<file path="src/rtl/pc_fetch_stage_pkg.sv">
// Shared fetch-path definitions: default PC width, reset PC and fetch FSM encodings.
// The decode stage imports the same package, so it sees identical state codes.
package pc_fetch_stage_pkg;

  localparam int          PC_W_DEF     = 16;
  localparam logic [15:0] RESET_PC_DEF = 16'h0000;

  typedef enum logic [1:0] {
    ST_BOOT  = 2'd0,
    ST_RUN   = 2'd1,
    ST_STALL = 2'd2
  } fetch_state_e;

endpackage

</file>
<file path="src/rtl/pc_fetch_stage.sv">
// PC register, deferred-branch holding register and IF/ID latch for the 16-bit MIPS fetch path.
// The PC incrementer is external: pc goes out, and pc+inc comes back on inc_r.
module pc_fetch_stage
  import pc_fetch_stage_pkg::*;
#(
  parameter int              PC_W      = PC_W_DEF,
  parameter logic [PC_W-1:0] RESET_PC  = PC_W'(RESET_PC_DEF),
  parameter bit              ALIGN_LSB = 1'b1
) (
  input  logic            clk,
  input  logic            clr,
  input  logic            stall,
  input  logic            flush,
  input  logic            br_taken,
  input  logic [PC_W-1:0] br_target,
  input  logic [PC_W-1:0] inc_r,
  output logic [PC_W-1:0] pc,
  output logic            fetch_valid,
  output logic [PC_W-1:0] ifid_pc,
  output logic [PC_W-1:0] ifid_pc_next,
  output logic            ifid_valid
);

  fetch_state_e    state_q, state_d;
  logic [PC_W-1:0] pc_q, pc_d;
  logic [PC_W-1:0] ifid_pc_q, ifid_pc_d;
  logic [PC_W-1:0] ifid_pc_next_q, ifid_pc_next_d;
  logic            ifid_valid_q, ifid_valid_d;
  logic            pend_q, pend_d;
  logic [PC_W-1:0] pend_tgt_q, pend_tgt_d;
  logic [PC_W-1:0] br_tgt_m;

  assign br_tgt_m = ALIGN_LSB ? {br_target[PC_W-1:1], 1'b0} : br_target;

  always_comb begin
    // NOTE: every next-state signal gets its hold value first, so no path through the case can infer a latch.
    state_d        = state_q;
    pc_d           = pc_q;
    ifid_pc_d      = ifid_pc_q;
    ifid_pc_next_d = ifid_pc_next_q;
    ifid_valid_d   = ifid_valid_q;
    pend_d         = pend_q;
    pend_tgt_d     = pend_tgt_q;

    unique case (state_q)
      ST_BOOT: begin
        // First fetch of RESET_PC starts on this edge; nothing is in decode yet.
        state_d = ST_RUN;
      end
      ST_RUN, ST_STALL: begin
        if (stall) begin
          state_d = ST_STALL;
          if (br_taken) begin
            pend_d     = 1'b1;
            pend_tgt_d = br_tgt_m;
          end
          // Flush must reach IF/ID even while the front end is frozen.
          if (flush) ifid_valid_d = 1'b0;
        end else begin
          state_d = ST_RUN;
          if (br_taken)    pc_d = br_tgt_m;
          else if (pend_q) pc_d = pend_tgt_q;
          else             pc_d = inc_r;
          pend_d         = 1'b0;
          ifid_pc_d      = pc_q;
          ifid_pc_next_d = inc_r;
          // The instruction at pc is wrong-path whenever this edge redirects.
          ifid_valid_d   = ~(flush | br_taken | pend_q);
        end
      end
      default: state_d = ST_BOOT;
    endcase
  end

  // NOTE: state is only ever updated with non-blocking assignments so every register samples pre-edge values.
  always_ff @(posedge clk or negedge clr) begin
    if (!clr) begin
      state_q        <= ST_BOOT;
      pc_q           <= RESET_PC;
      ifid_pc_q      <= '0;
      ifid_pc_next_q <= '0;
      ifid_valid_q   <= 1'b0;
      pend_q         <= 1'b0;
      pend_tgt_q     <= '0;
    end else begin
      state_q        <= state_d;
      pc_q           <= pc_d;
      ifid_pc_q      <= ifid_pc_d;
      ifid_pc_next_q <= ifid_pc_next_d;
      ifid_valid_q   <= ifid_valid_d;
      pend_q         <= pend_d;
      pend_tgt_q     <= pend_tgt_d;
    end
  end

  assign pc           = pc_q;
  assign fetch_valid  = (state_q != ST_BOOT);
  assign ifid_pc      = ifid_pc_q;
  assign ifid_pc_next = ifid_pc_next_q;
  assign ifid_valid   = ifid_valid_q;

endmodule

</file>
<file path="config.mk">
export PLATFORM = sky130hd
export DESIGN_NAME = pc_fetch_stage
export DESIGN_NICKNAME = d
export VERILOG_FILES = /design/src/rtl/pc_fetch_stage_pkg.sv /design/src/rtl/pc_fetch_stage.sv
export SDC_FILE = /design/constraint.sdc
export NUM_CORES = 1
export LEC_CHECK = 0
export CAP_MARGIN = 20
export CORE_MARGIN = 1.5
export CORE_UTILIZATION = 43
export DETAILED_ROUTE_END_ITERATION = 8
export GPL_TIMING_DRIVEN = 0
export HOLD_SLACK_MARGIN = 0.06
export PLACE_DENSITY = 0.76
export SLEW_MARGIN = 10
export SYNTH_ARGS = -nofsm -noshare
export SYNTH_HDL_FRONTEND = slang
export SYNTH_SLANG_ARGS = --single-unit
export TNS_END_PERCENT = 5
</file>
<file path="constraint.sdc">
create_clock -name clk -period 1.4 [get_ports clk]
set_input_delay 0.28 -clock clk [delete_from_list [all_inputs] [get_ports clk]]
set_output_delay 0.28 -clock clk [all_outputs]
set_load 0.01 [all_outputs]
</file>
### Word level (Yosys, flattened, before mapping)

Cells that the tools add are included.

| word-level totals | value |
|---|---|
| register bits | 67 |
| output and inout port bits | 50 |

| operators by class | value |
|---|---|
| eq/ne operators | 4 |
| multiplexer cells | 8 |
| bitwise logic cells | 4 |
| reductions and logical operators | 7 |

Operator list:

| cell | count |
|---|---|
| $mux W16 | 2 |
| $reduce_and A2 Y1 | 3 |
| $mux W1 | 4 |
| $ne A2 B1 Y1 const B | 2 |
| $pmux W2 S2 | 1 |
| $reduce_and A3 Y1 | 1 |
| $eq A2 B1 Y1 const B | 1 |
| $eq A2 B2 Y1 const B | 1 |
| $logic_not A2 Y1 | 1 |
| $mux W2 | 1 |
| $not A1 Y1 | 2 |
| $or A1 B1 Y1 | 2 |
| $reduce_bool A2 Y1 | 1 |
| $reduce_or A2 Y1 | 1 |

### Depth between registers and ports, before layout

| logic depth | value |
|---|---|
| depth after elaboration | 4 |
| depth in mapped cells | 7 |

### Worst setup path after synthesis

OpenSTA, ideal clock, no wires.

| timing | value |
|---|---|
| path type | reg2reg |
| start point | register state_q[0] |
| end point | register ifid_pc_q[10], in the netlist ifid_pc[10] |
| arrival time | 1,407 ps |
| setup slack | -132 ps |
| stages on the path, launching flop included | 7 |
| path buffers | 2 |
| period minus slack after synthesis | 1,532 ps |
| cells stage by stage | dfrtp_1 -> inv_1 -> ha_1 -> nand2b_2 -> buf_6 -> buf_6 -> mux2_4 |

| between the ends | value |
|---|---|
| cells in the longest elaborated chain, start to end | 3 |

RTL lines:

| item | line | RTL |
|---|---|---|
| from (decl) | pc_fetch_stage.sv:24 | `fetch_state_e state_q, state_d;` |
| from (signal assigned) | pc_fetch_stage.sv:86 | `state_q <= state_d;` |
| $eq A2 B1 Y1 or $eq A2 B2 Y1 (tied branches) | pc_fetch_stage.sv:45 | `unique case (state_q)` |
| $reduce_or A2 Y1 * | pc_fetch_stage.sv:45 |  |
| $reduce_and A2 Y1 (no line) * | n/a |  |
| to (signal assigned) | pc_fetch_stage.sv:88 | `ifid_pc_q <= ifid_pc_d;` |
| to (decl) | pc_fetch_stage.sv:26 | `logic [PC_W-1:0] ifid_pc_q, ifid_pc_d;` |

Every way passes the cells marked *; elsewhere a longest branch is shown, timed or not.
A chain may end at the register's enable or synchronous reset.

### Worst setup path after layout

| timing | value |
|---|---|
| start point | register state_q[1] |
| end point | register ifid_pc_next_q[10], in the netlist ifid_pc_next[10] |

| between the ends | value |
|---|---|
| cells in the longest elaborated chain, start to end | 3 |

RTL lines:

| item | line | RTL |
|---|---|---|
| $eq A2 B1 Y1 or $eq A2 B2 Y1 (tied branches) | pc_fetch_stage.sv:45 |  |
| $reduce_or A2 Y1 * | pc_fetch_stage.sv:45 |  |
| $reduce_and A2 Y1 (no line) * | n/a |  |
| to (signal assigned) | pc_fetch_stage.sv:89 | `ifid_pc_next_q <= ifid_pc_next_d;` |
| to (decl) | pc_fetch_stage.sv:27 | `logic [PC_W-1:0] ifid_pc_next_q, ifid_pc_next_d;` |

Marked as above.

==> results.yml <==
status:
  status: "finished, violations left"
  violations: "negative setup slack"
timing:
  timing.hold.ws_ns: 0.3409
  setup_viol: 49
  rsz0062_at_grt: "true"
  period_minus_slack_ns: 1.507
  maxSlewViolCount: 0
  fin_ws_ns: -0.1073
  max_freq_ghz: 0.6634
  fin_worst_skew_ns: 0.006457
  slew_headroom: 0.7534
  worst_slew_pin_slew_ns: 0.3699
  finalHoldViolCount: 0
  fin_crit_sh: 1.077
synth:
  synth-seq-cells: 67
  synth_area_per_cell_um2: 14.88
  synth.most_common_cell: "dfrtp_1"
  postSynthCellCount: 203
  yosysTopAreaCellShare: 0.5549
  ys_top_cells_by_area: "dfrtp_1 (55%), mux2_4 (19%), mux2_2 (8.6%), mux2i_1 (5.0%), buf_6 (3.0%)"
  syn_nets: 242
  dominantRegCellSynth: "dfrtp_1"
  yosysWarnings: 0
  async_flop_share: 1.000
  ys_seq_area_frac: 0.5549
  ys_top_cells_by_count: "dfrtp_1 (67), mux2_4 (38), mux2_2 (23)"
  synth_edf_count: 0
  netlist_area_um2: 3022
  synth_area_leader_cell: "dfrtp_1"
  ys_types: 20
pwr:
  irDropWorstVdd_uv: 970.6
  p_per_area_nw_per_um2: 2286
  leakagePower_nw: 2.159
  power.total_mw: 9.853
route:
  viasPerCell: 4.795
  drc: 0
  drtAntennaViolNets: 0
  drtPass1Iterations: 4
  wl_per_cell_um: 16.76
  drt_iter0_drc: 31
  drt-total-wl_um: 6854
  vias: 1961
floorplan:
  row_count: 30
  pin_count: 87
  die_y_um: 86.83
  core_um2: 6794
  initial_core_util: 0.4448
  die_x_um: 86.83
  fp.dieArea_um2: 7539
critical_path:
  ff2ff_path_depth: 6
  cp.arrival_ns: 1.73
  worstPathCellList: "inv_2 > ha_4 > nand2b_4 > buf_12 > buf_12 > mux2_4"
  crit_required_ns: 1.62
  r2r_setup_slack_ns: -0.11
  path_max_fanout: 11
  cp-startpoint: "state_q[1]"
  critPathSlowestCell: "dfrtp_1"
  r2r_start: "state_q[1]"
  path_common_cell: "buf_12"
  startpoint_type: "register"
  crit_path_end: "ifid_pc_next[10]"
  cpPeakStageDelay_ns: 0.37
  worstSetupPathType: "reg -> reg"
  end_kind: "register"
  r2r_end: "ifid_pc_next[10]"
clock_tree:
  htreeDepth: 3
  cts-root-buf: "clkbuf_8"
  cts_buffers: 9
  clk_pin_slew_ns: 0.07
  cts_max_path_buffers: 2
  clock_sinks: 67
  cts_tree: "built"
  clk_latency_ns: 0.34
hold_path:
  hold_class: "in -> reg"
placed_design:
  place_congestion: 0.7262
  dpl_cell_area_um2: 4033
  dp.cells: 384
  place_hpwl_um: 4638
  port_buffers: 84
finish:
  fillers: 532
  drive_above_1_share: 0.3355
  design_area_um2: 4310
  final_cells: 409
  diodes: 0
  areaGrowthSynthToFinish_pct: 42.65
  final_nets: 348
global_route:
  antenna_found_initial: 0
  grt_overflow: 0
  grt_max_degree: 42
  grtUsageTotal: 0.1932
  grt_pass1_wl_um: 10830
  grt_pass1_vias: 2113
job:
  maxCapViolations: 0
==> worst max-delay path, delay by kind of cell (launching register included) <==
kind	cells	cell delay (ns)
adder cells (fa/ha/maj)	1	0.30
buffers and inverters	3	0.35
flip-flops	1	0.37
multiplexers	1	0.30
AND/OR/NAND/NOR	1	0.07
==> layout make-up <==
cell class | instances | area, µm² | share of cell area
clock inverter | 2 | 10.01 | 0.002322
buffer | 12 | 162.7 | 0.03774
tap | 96 | 120.1 | 0.02787
sequential | 67 | 1677 | 0.3890
inverter | 5 | 18.77 | 0.004354
multi-input combinational | 119 | 1240 | 0.2877
timing repair buffer | 95 | 913.4 | 0.2119
clock buffer | 13 | 168.9 | 0.03919
==> logic make-up after synthesis <==
kind of cell | synth area share
AOI/OAI and AO/OA | 0.03726
muxes | 0.3280
DFF | 0.5549
and+or+nand+nor | 0.02857
adders and majority gates | 0.008280
buffers and inverters | 0.04307
==> placed cells by master, fill, tap and decap left out <==
cell type        netlist  final
ha_4                   0      1
inv_1                  5      2
clkinv_2               0      2
buf_12                 0      6
dlygate4sd3_1          0      1
ha_1                   2      1
o21ai_0                9      9
mux2_1                 1      1
dlygate4sd2_1          0     49
o21ai_1                7      7
nand3_4                0      1
clkbuf_16              0      1
buf_6                  8      5
a22o_1                 2      2
a21oi_1                3      3
mux2i_1               15     15
mux2_2                23     23
nand2_1               15     15
clkbuf_1               1      1
clkbuf_8               0     12
nand2b_4               0      1
clkbuf_2               0      1
mux2_4                38     38
nor3_1                 1      1
buf_16                 0      1
buf_4                  1      9
and2_1                 1      1
inv_2                  0      3
clkdlybuf4s50_1        0     33
buf_2                  2      1
dfrtp_1               67     67
==> routing by layer <==
metal,up-vias,GRT usage,part of all wire
met5,-,0,0
met4,0,0.08358,0.016
met3,9,0.03905,0.039
met2,51,0.3108,0.49
met1,980,0.2531,0.46
li1,921,-,-
==> power by group <==
| part | total (mW) | switching, mW | internal [mW] |
|---|---|---|---|
| Clock | 1.47 | 0.695 | 0.774 |
| Combinational | 4.94 | 1.96 | 2.98 |
| Sequential | 3.45 | 0.542 | 2.90 |
| Total | 9.85 | 3.20 | 6.66 |
==> how the worst min path moves through the flow <==
stage	from	endpoint	slack (ns)	depth (start not counted)
floorplan	clr	ifid_pc[0]	-0.02	0
global placement	pend_tgt_q[4]	pend_tgt_q[4]	0.48	1
detailed placement	clr	ifid_pc[12]	0.22	1
CTS	br_taken	pc[4]	0.33	3
global route	br_taken	pc[5]	0.36	3
finish	br_taken	pc[4]	0.34	3
==> state kept, by name (all words and copies together), names as in the netlist <==
name	flops
pend_q	1
pend_tgt_q	15
ifid_pc	16
ifid_pc_next	16
pc	16
state_q	2
ifid_valid	1
==> per-stage QoR <==
step / TNS, ns / util / setup slack [ns]
after floorplan: -0.6373 / - / -0.02027
after global placement: -168.65 / 0.5910 / -2.263
after detailed placement: -19.30 / 0.5936 / -0.3659
after CTS: -3.900 / 0.6243 / -0.1159
after global routing: -5.916 / 0.6344 / -0.1440
final: -3.295 / 0.6344 / -0.1073
==> timing repair <==
item | 4_1_cts | 5_1_grt
pin swaps | 1 | 0
cloned | 1 | 1
hold endpoints to repair | 26 | 0
gates resized for setup | 58 | 10
setup buffers | 5 | 2
hold buffers | 1 | 0
setup endpoints to repair | 106 | 63
(Power assumes the default switching activity.)
